## src/rtl/control_sequencer.sv

```systemverilog
// -----------------------------------------------------------------------------
// control_sequencer
//   Microcode sequencer of the BasicCPU. It is the only master of the shared
//   8-bit bus: it walks the fetch (T0,T1) and execute (T2..T4) T-states and
//   drives the active-low read/write/inc strobes of PC, MAR, RAM, IR, A, B,
//   ALU and OUT. It holds no datapath; the bus never enters this block.
//
//   Ports
//     i_clk, i_reset        clock (posedge), async active-high reset
//     i_ir[7:0]             instruction register, opcode = i_ir[7:4]
//     i_carry, i_zero       flags, used in T2 of JC / JZ
//     o_*_read_n/_write_n   active-low bus strobes
//     o_pc_inc_n            PC increment strobe (active low)
//     o_alu_sub             ALU subtract select (active high)
//     o_tstate[2:0]         current T-index 0..4, 7 in IDLE/HALT
//     o_halted              high while halted
//
//   Optional build macro SEQ_SINGLE_STEP_EN adds i_run and i_step:
//     i_run=1 free-runs; i_run=0 executes one T-state per i_step rising edge
//     (i_step is an asynchronous button, synchronised here).
// -----------------------------------------------------------------------------
module control_sequencer #(
    parameter int MAX_T = 5
) (
    input  logic       i_clk,
    input  logic       i_reset,
    input  logic [7:0] i_ir,
    input  logic       i_carry,
    input  logic       i_zero,
`ifdef SEQ_SINGLE_STEP_EN
    input  logic       i_run,
    input  logic       i_step,
`endif
    output logic       o_pc_read_n,
    output logic       o_pc_write_n,
    output logic       o_pc_inc_n,
    output logic       o_mar_write_n,
    output logic       o_ram_read_n,
    output logic       o_ram_write_n,
    output logic       o_ir_read_n,
    output logic       o_ir_write_n,
    output logic       o_a_read_n,
    output logic       o_a_write_n,
    output logic       o_b_write_n,
    output logic       o_alu_read_n,
    output logic       o_alu_sub,
    output logic       o_out_write_n,
    output logic [2:0] o_tstate,
    output logic       o_halted
);

    typedef enum logic [2:0] {
        S_IDLE = 3'd0,
        S_T0   = 3'd1,
        S_T1   = 3'd2,
        S_T2   = 3'd3,
        S_T3   = 3'd4,
        S_T4   = 3'd5,
        S_HALT = 3'd6
    } state_t;

    localparam logic [3:0] OP_LDA = 4'h1;
    localparam logic [3:0] OP_ADD = 4'h2;
    localparam logic [3:0] OP_SUB = 4'h3;
    localparam logic [3:0] OP_STA = 4'h4;
    localparam logic [3:0] OP_LDI = 4'h5;
    localparam logic [3:0] OP_JMP = 4'h6;
    localparam logic [3:0] OP_JC  = 4'h7;
    localparam logic [3:0] OP_JZ  = 4'h8;
    localparam logic [3:0] OP_OUT = 4'hE;
    localparam logic [3:0] OP_HLT = 4'hF;

    state_t     state_q;
    state_t     state_d;
    logic [3:0] opcode_s;
    logic       advance_s;
    // Operand nibble belongs to the datapath; it is deliberately not decoded.
    logic       ir_operand_unused_s;

    assign opcode_s            = i_ir[7:4];
    assign ir_operand_unused_s = ^i_ir[3:0];

`ifdef SEQ_SINGLE_STEP_EN
    logic [1:0] step_sync_q;
    logic       step_prev_q;
    logic       step_rise_s;

    // Two-flop synchroniser for the step button plus a delayed copy for edge detect.
    always_ff @(posedge i_clk or posedge i_reset) begin
        if (i_reset) begin
            step_sync_q <= 2'b00;
            step_prev_q <= 1'b0;
        end else begin
            step_sync_q <= {step_sync_q[0], i_step};
            step_prev_q <= step_sync_q[1];
        end
    end

    assign step_rise_s = step_sync_q[1] & ~step_prev_q;
    assign advance_s   = i_run | step_rise_s;
`else
    assign advance_s   = 1'b1;
`endif

    // Next T-state: each opcode returns to T0 right after its last step.
    always_comb begin
        state_d = state_q;
        case (state_q)
            S_IDLE: state_d = S_T0;
            S_T0:   state_d = S_T1;
            S_T1:   state_d = S_T2;
            S_T2: begin
                case (opcode_s)
                    OP_LDA, OP_ADD, OP_SUB, OP_STA: state_d = S_T3;
                    OP_HLT:                         state_d = S_HALT;
                    default:                        state_d = S_T0;
                endcase
            end
            S_T3: begin
                if ((opcode_s == OP_ADD) || (opcode_s == OP_SUB)) begin
                    state_d = S_T4;
                end else begin
                    state_d = S_T0;
                end
            end
            S_T4:   state_d = S_T0;
            S_HALT: state_d = S_HALT;
            default: state_d = S_IDLE;
        endcase
    end

    // State register; when stepping, a T-state only completes on an advance.
    always_ff @(posedge i_clk or posedge i_reset) begin
        if (i_reset) begin
            state_q <= S_IDLE;
        end else if (advance_s) begin
            state_q <= state_d;
        end else begin
            state_q <= state_q;
        end
    end

    // Active-high strobe set: {pc_rd, pc_wr, pc_inc, mar_wr, ram_rd, ram_wr,
    // ir_rd, ir_wr, a_rd, a_wr, b_wr, alu_rd, out_wr}.
    logic [12:0] strb_s;
    logic        sub_s;

    // Microcode decode of the registered state, the opcode and the flags.
    always_comb begin
        strb_s = 13'd0;
        sub_s  = 1'b0;
        case (state_q)
            S_T0: strb_s = 13'b1_0_0_1_0_0_0_0_0_0_0_0_0;
            S_T1: strb_s = 13'b0_0_1_0_1_0_0_1_0_0_0_0_0;
            S_T2: begin
                case (opcode_s)
                    OP_LDA, OP_ADD, OP_SUB, OP_STA:
                            strb_s = 13'b0_0_0_1_0_0_1_0_0_0_0_0_0;
                    OP_LDI: strb_s = 13'b0_0_0_0_0_0_1_0_0_1_0_0_0;
                    OP_JMP: strb_s = 13'b0_1_0_0_0_0_1_0_0_0_0_0_0;
                    OP_JC:  strb_s = i_carry ? 13'b0_1_0_0_0_0_1_0_0_0_0_0_0 : 13'd0;
                    OP_JZ:  strb_s = i_zero  ? 13'b0_1_0_0_0_0_1_0_0_0_0_0_0 : 13'd0;
                    OP_OUT: strb_s = 13'b0_0_0_0_0_0_0_0_1_0_0_0_1;
                    default: strb_s = 13'd0;
                endcase
            end
            S_T3: begin
                case (opcode_s)
                    OP_LDA: strb_s = 13'b0_0_0_0_1_0_0_0_0_1_0_0_0;
                    OP_ADD: strb_s = 13'b0_0_0_0_1_0_0_0_0_0_1_0_0;
                    OP_SUB: begin
                        strb_s = 13'b0_0_0_0_1_0_0_0_0_0_1_0_0;
                        sub_s  = 1'b1;
                    end
                    OP_STA: strb_s = 13'b0_0_0_0_0_1_0_0_1_0_0_0_0;
                    default: strb_s = 13'd0;
                endcase
            end
            S_T4: begin
                if ((opcode_s == OP_ADD) || (opcode_s == OP_SUB)) begin
                    strb_s = 13'b0_0_0_0_0_0_0_0_0_1_0_1_0;
                    sub_s  = (opcode_s == OP_SUB);
                end else begin
                    strb_s = 13'd0;
                end
            end
            default: strb_s = 13'd0;
        endcase
        // A waiting (not advancing) T-state must not disturb the datapath.
        if (!advance_s) begin
            strb_s = 13'd0;
            sub_s  = 1'b0;
        end else begin
            strb_s = strb_s;
            sub_s  = sub_s;
        end
    end

    assign {o_pc_read_n, o_pc_write_n, o_pc_inc_n, o_mar_write_n,
            o_ram_read_n, o_ram_write_n, o_ir_read_n, o_ir_write_n,
            o_a_read_n, o_a_write_n, o_b_write_n, o_alu_read_n,
            o_out_write_n} = ~strb_s;
    assign o_alu_sub = sub_s;
    assign o_halted  = (state_q == S_HALT);

    // T-index straight from the state register; 7 marks IDLE/HALT.
    always_comb begin
        case (state_q)
            S_T0:    o_tstate = 3'd0;
            S_T1:    o_tstate = 3'd1;
            S_T2:    o_tstate = 3'd2;
            S_T3:    o_tstate = 3'd3;
            S_T4:    o_tstate = (MAX_T > 4) ? 3'd4 : 3'd7;
            default: o_tstate = 3'd7;
        endcase
    end

endmodule
```

## config.mk

```make
export PLATFORM = sky130hd
export DESIGN_NAME = control_sequencer
export DESIGN_NICKNAME = d
export VERILOG_FILES = /design/src/rtl/control_sequencer.sv
export SDC_FILE = /design/constraint.sdc
export NUM_CORES = 1
export LEC_CHECK = 0
export ABC_AREA = 1
export CAP_MARGIN = 20
export CORE_UTILIZATION = 34
export DETAILED_ROUTE_END_ITERATION = 8
export GPL_TIMING_DRIVEN = 0
export HOLD_SLACK_MARGIN = 0.05
export PLACE_DENSITY = 0.81
export SETUP_SLACK_MARGIN = 0.5
export SYNTH_ARGS = -nofsm -noshare
export SYNTH_HDL_FRONTEND = slang
export SYNTH_SLANG_ARGS = --single-unit
```

## constraint.sdc

```tcl
create_clock -name i_clk -period 1.4 [get_ports i_clk]
set_input_delay 0.35 -clock i_clk [delete_from_list [all_inputs] [get_ports i_clk]]
set_output_delay 0.35 -clock i_clk [all_outputs]
set_load 0.01 [all_outputs]
```

-- Word-level counts from Yosys, hierarchy flattened
Cells that the tools add are included.
- register bits: 3
- bits in latches: 0
- memory bits (writable): 0
- memory bits (read-only): 0
- bits of input ports: 12
- output and inout port bits: 18
- memories: 0
- add/sub/neg operators: 0
- $mul: 0
- div/mod/pow operators: 0
- $lt $le $gt $ge: 0
- equality and inequality tests: 16
- shift-type cells: 0
- muxes and demuxes: 13
- bitwise operators: 1
- reduce and logical (&&, ||, !) cells: 5
- operator list (operator ; count):
    $pmux 12 s6 ; 1
    $pmux 13 s5 ; 1
    $pmux 9 s3 ; 1
    $mux 12 ; 2
    $pmux 3 s6 ; 1
    $eq 4x3->1 const B ; 4
    $pmux 3 s5 ; 1
    $not 13->13 ; 1
    $eq 4x4->1 const B ; 3
    $eq 3x3->1 const B ; 3
    $eq 4x2->1 const B ; 2
    $eq 3x2->1 const B ; 2
    $pmux 3 s2 ; 1
    $eq 4x1->1 const B ; 1
    $mux 4 ; 1
    $reduce_or 2->1 ; 2
    $reduce_or 4->1 ; 1
    $eq 3x1->1 const B ; 1
    $logic_not 3->1 ; 1
    $mux 3 ; 1
    $mux 1 ; 2
    $pmux 1 s2 ; 1
    $logic_or 1x1->1 ; 1

-- Depth between registers and ports, before layout
- depth after elaboration: 5
- mapped depth: 7

-- Least setup slack after synthesis
Ideal clock, no wire load.
- path type: flip-flop to output port
- start point: reg state_q[2]
- end point: out o_tstate[1]
- data arrival time: 989 ps
- required time: 1050 ps
- path slack: 61 ps
- stages on the path, launching flop included: 5
- buffers on the path: 0
- cells stage by stage: dfrtp_1 > inv_2 > nand3_1 > o211ai_1 > nand3_1
- cells in the longest elaborated chain, start to end: 2
- ends and longest elaborated chain (what ; RTL line ; RTL):
    from (decl) ; 73 ; state_t state_q;
    from (signal assigned) ; 137 ; state_q <= state_d;
    from (signal assigned) ; 139 ; state_q <= state_q;
    $eq 3x3->1 (tied with other cells) ; 208 ; case (state_q)
    $pmux 3 s5 * ; 208 ;
    to (decl) ; 48 ; output logic [2:0] o_tstate,
Mark *: on every way between the ends. The rest lies on a longest branch, timed or not.

-- Final worst setup path
- start point: reg state_q[0]
- end point: out o_tstate[1]
The elaborated chain is that of the path after synthesis.

==> impl_results.md <==
- Status: finished with violations
- Violated checks: setup timing
- CP startpoint: state_q[0]
- Syn_area_per_cell: 5.71 sq um
- Final setup margin: -0.315 ns
- First-pass GRT wire length: 2800 um
- Inst Count DP: 119
- Largest register FFs: 3
- Register with the highest flop count: state_q
- Final setup fails: 18
- Worst-Margin Slew: 0.214 ns
- Min Hold Slack: 0.272 ns
- H-tree Lvls: 1
- Row count: 12
- DR pass1 iterations: 4
- Power Density: 346 nW/um^2
- Crit path time final: 1.71 ns
- Die ar.: 1490 sq um
- Post-route ant nets: 0
- Violation count after the first detailed-route iteration: 24
- Syn. warnings: 0
- CTS clk-pin slew, worst paths: 0.05 ns
- Setup TNS Final: -3.81 ns
- Cells on worst reg2reg path: 7
- Post-detail-place hpwl: 1020 um
- Hold buffers post-CTS: 0
- Post-route insts no fill: 139
- Crit path max fanout: 5
- I/O pin count: 30
- Top_reg_cell synth: dfrtp_1
- Data required, critical path: 1.05 ns
- Largest regs: state_q x3
- Maximum VDD drop: 514 uV
- Wire length on met2: 901 um
- Vias in the first global route: 629
- Vias: 725
- TritonCTS clock tree: built
- Core Region: 1170 sq um
- Syn Inst Count: 80
- Post-layout net count: 138
- Num CTS Buffers: 3
- Worst R2R Setup Slack: 0.10 ns
- Syn Nets: 92
- Top cell type's share of synthesized area: 16.4%
- Final hold vios: 0
- Most common cell in the synthesized netlist: nand2_1
- R2r startpoint: state_q[1]
- # diodes: 0
- Area leader, netlist: dfrtp_1
- Clock buffer depth: 2
- MaxCap Viol Count: 0
- Yosys reg bits: 3
- DR WL met3: 147 um
- DRC viols: 0
- Met1 wire length: 821 um
- PortBufs: 25
- Setup WS pre-CTS: -0.946 ns
- CTS sink count: 3
- Top sig layer: met4
- Post-synth EDFFs: 0
- Worst hold path class: in -> async
- Final worst-path cycle share: 122%
- Total Power: 342 uW
- GRT Util Overall: 28.1%
- Vias per cell: 5.22
- Post-synth cell types: 20
- Crit path arrival time: 1.36 ns
- Lkg Pwr: 0.000497 uW
- Placer Congestion: 0.833
- P&R area growth vs syn: 116%
- Post-Route WL: 1950 um
- Max-slew violations: 0
- Clock skew: 0.0154 ns
- CP endpoint kind: output pin
- Antenna violations before repair: 0
- Mapped Area: 457 sq um
- Worst r2r dst: state_q[2]
- Relative slew slack: 85.7%
- GRT overflow: 0
- Critical Path End: o_tstate[1]
- Worst skew pair latency: 0.26 ns
- Routed WL per cell: 14.0 um
- Chip width: 38.7 um
- Share of layout cells above drive strength 1: 64.8%
- Sequential fraction of the synthesis area: 16.4%
- CP Launch Type: register
- Setup repair after global routing missed its margin: true
- Crit path kind: reg -> out
- Fmax: 583 MHz
- Top post-synthesis cells by area: dfrtp_1, nand2_1, nand3_1
- Initial Util: 39.0%
- Synth cell count leaders: nand2_1, inv_1, nand3_1, inv_2, nor2_1
- Synth async-reset ratio: 100%
- Root Driver: clkbuf_4
- Die height: 38.7 um
- Largest net degree at the start of global routing: 8
==> stage by stage <==
step,cell area (sq um),util (%)
finish,988,84.4
global route,988,84.4
CTS,878,75.0
detailed placement,766,65.4
global placement,766,65.4
floorplan,498,-
==> report_power, final <==
part / internal, uW / total (uW) / switching, uW / leakage, uW
registers: 87.1 / 87.1 / 0 / 0.0000292
clock network: 108 / 172 / 64.5 / 0.0000150
logic: 29.7 / 82.8 / 53.1 / 0.000453
total: 225 / 342 / 118 / 0.000497
==> worst min path at each step <==
stage	start	to	cells past startpoint
floorplan	i_reset	state_q[0]	1
global placement	i_reset	state_q[0]	2
detailed placement	i_reset	state_q[0]	2
CTS	i_reset	state_q[1]	2
global route	i_reset	state_q[1]	2
finish	i_reset	state_q[1]	2
==> layout by cell type, fill, tap and decap left out, drive strengths merged, types with 2 or more instances in the layout <==
cell           Yosys  layout
nand2             23      23
clkbuf             0       4
buf                1      37
inv               19      19
o21ai              4       4
nand3             11      11
a21oi              2       2
clkdlybuf4s50      0       2
dfrtp              3       3
nor2              12      12
==> worst max-delay path: stages (launching register included) <==
cell      delay [ns]
dfrtp_2         0.43
inv_2           0.10
buf_4           0.12
nand3_4         0.08
o211ai_1        0.14
nand3_1         0.10
buf_2           0.15
==> logic make-up after synthesis <==
kind of cell           synth area share (%)
AOI/OAI and AO/OA                      10.7
buffers and inverters                  18.1
DFF                                    16.4
and+or+nand+nor                        54.8
==> layout make-up <==
cell class	instances	area (sq um)
Multi-Input combinational cell	56	420
Timing Repair Buffer	41	343
Buffer	1	7.51
Sequential cell	3	78.8
Tap cell	14	17.5
Fill cell	66	183
Clock buffer	4	26.3
Inverter	20	95.1
==> layer usage <==
| layer | vias to the layer above | global-route usage, % |
|---|---|---|
| met4 | 0 | 16.4 |
| li1 | 337 | - |
| met1 | 335 | 33.0 |
| met5 | - | 0 |
| met3 | 11 | 8.67 |
| met2 | 42 | 44.2 |
==> what timing repair did <==
action / in CTS / in global routing
pin swaps: 13 / 11
setup buffers: 11 / 5
setup endpoints to repair: 21 / 21
resized for setup: 103 / 18
Power figures use the tool's default switching activity.
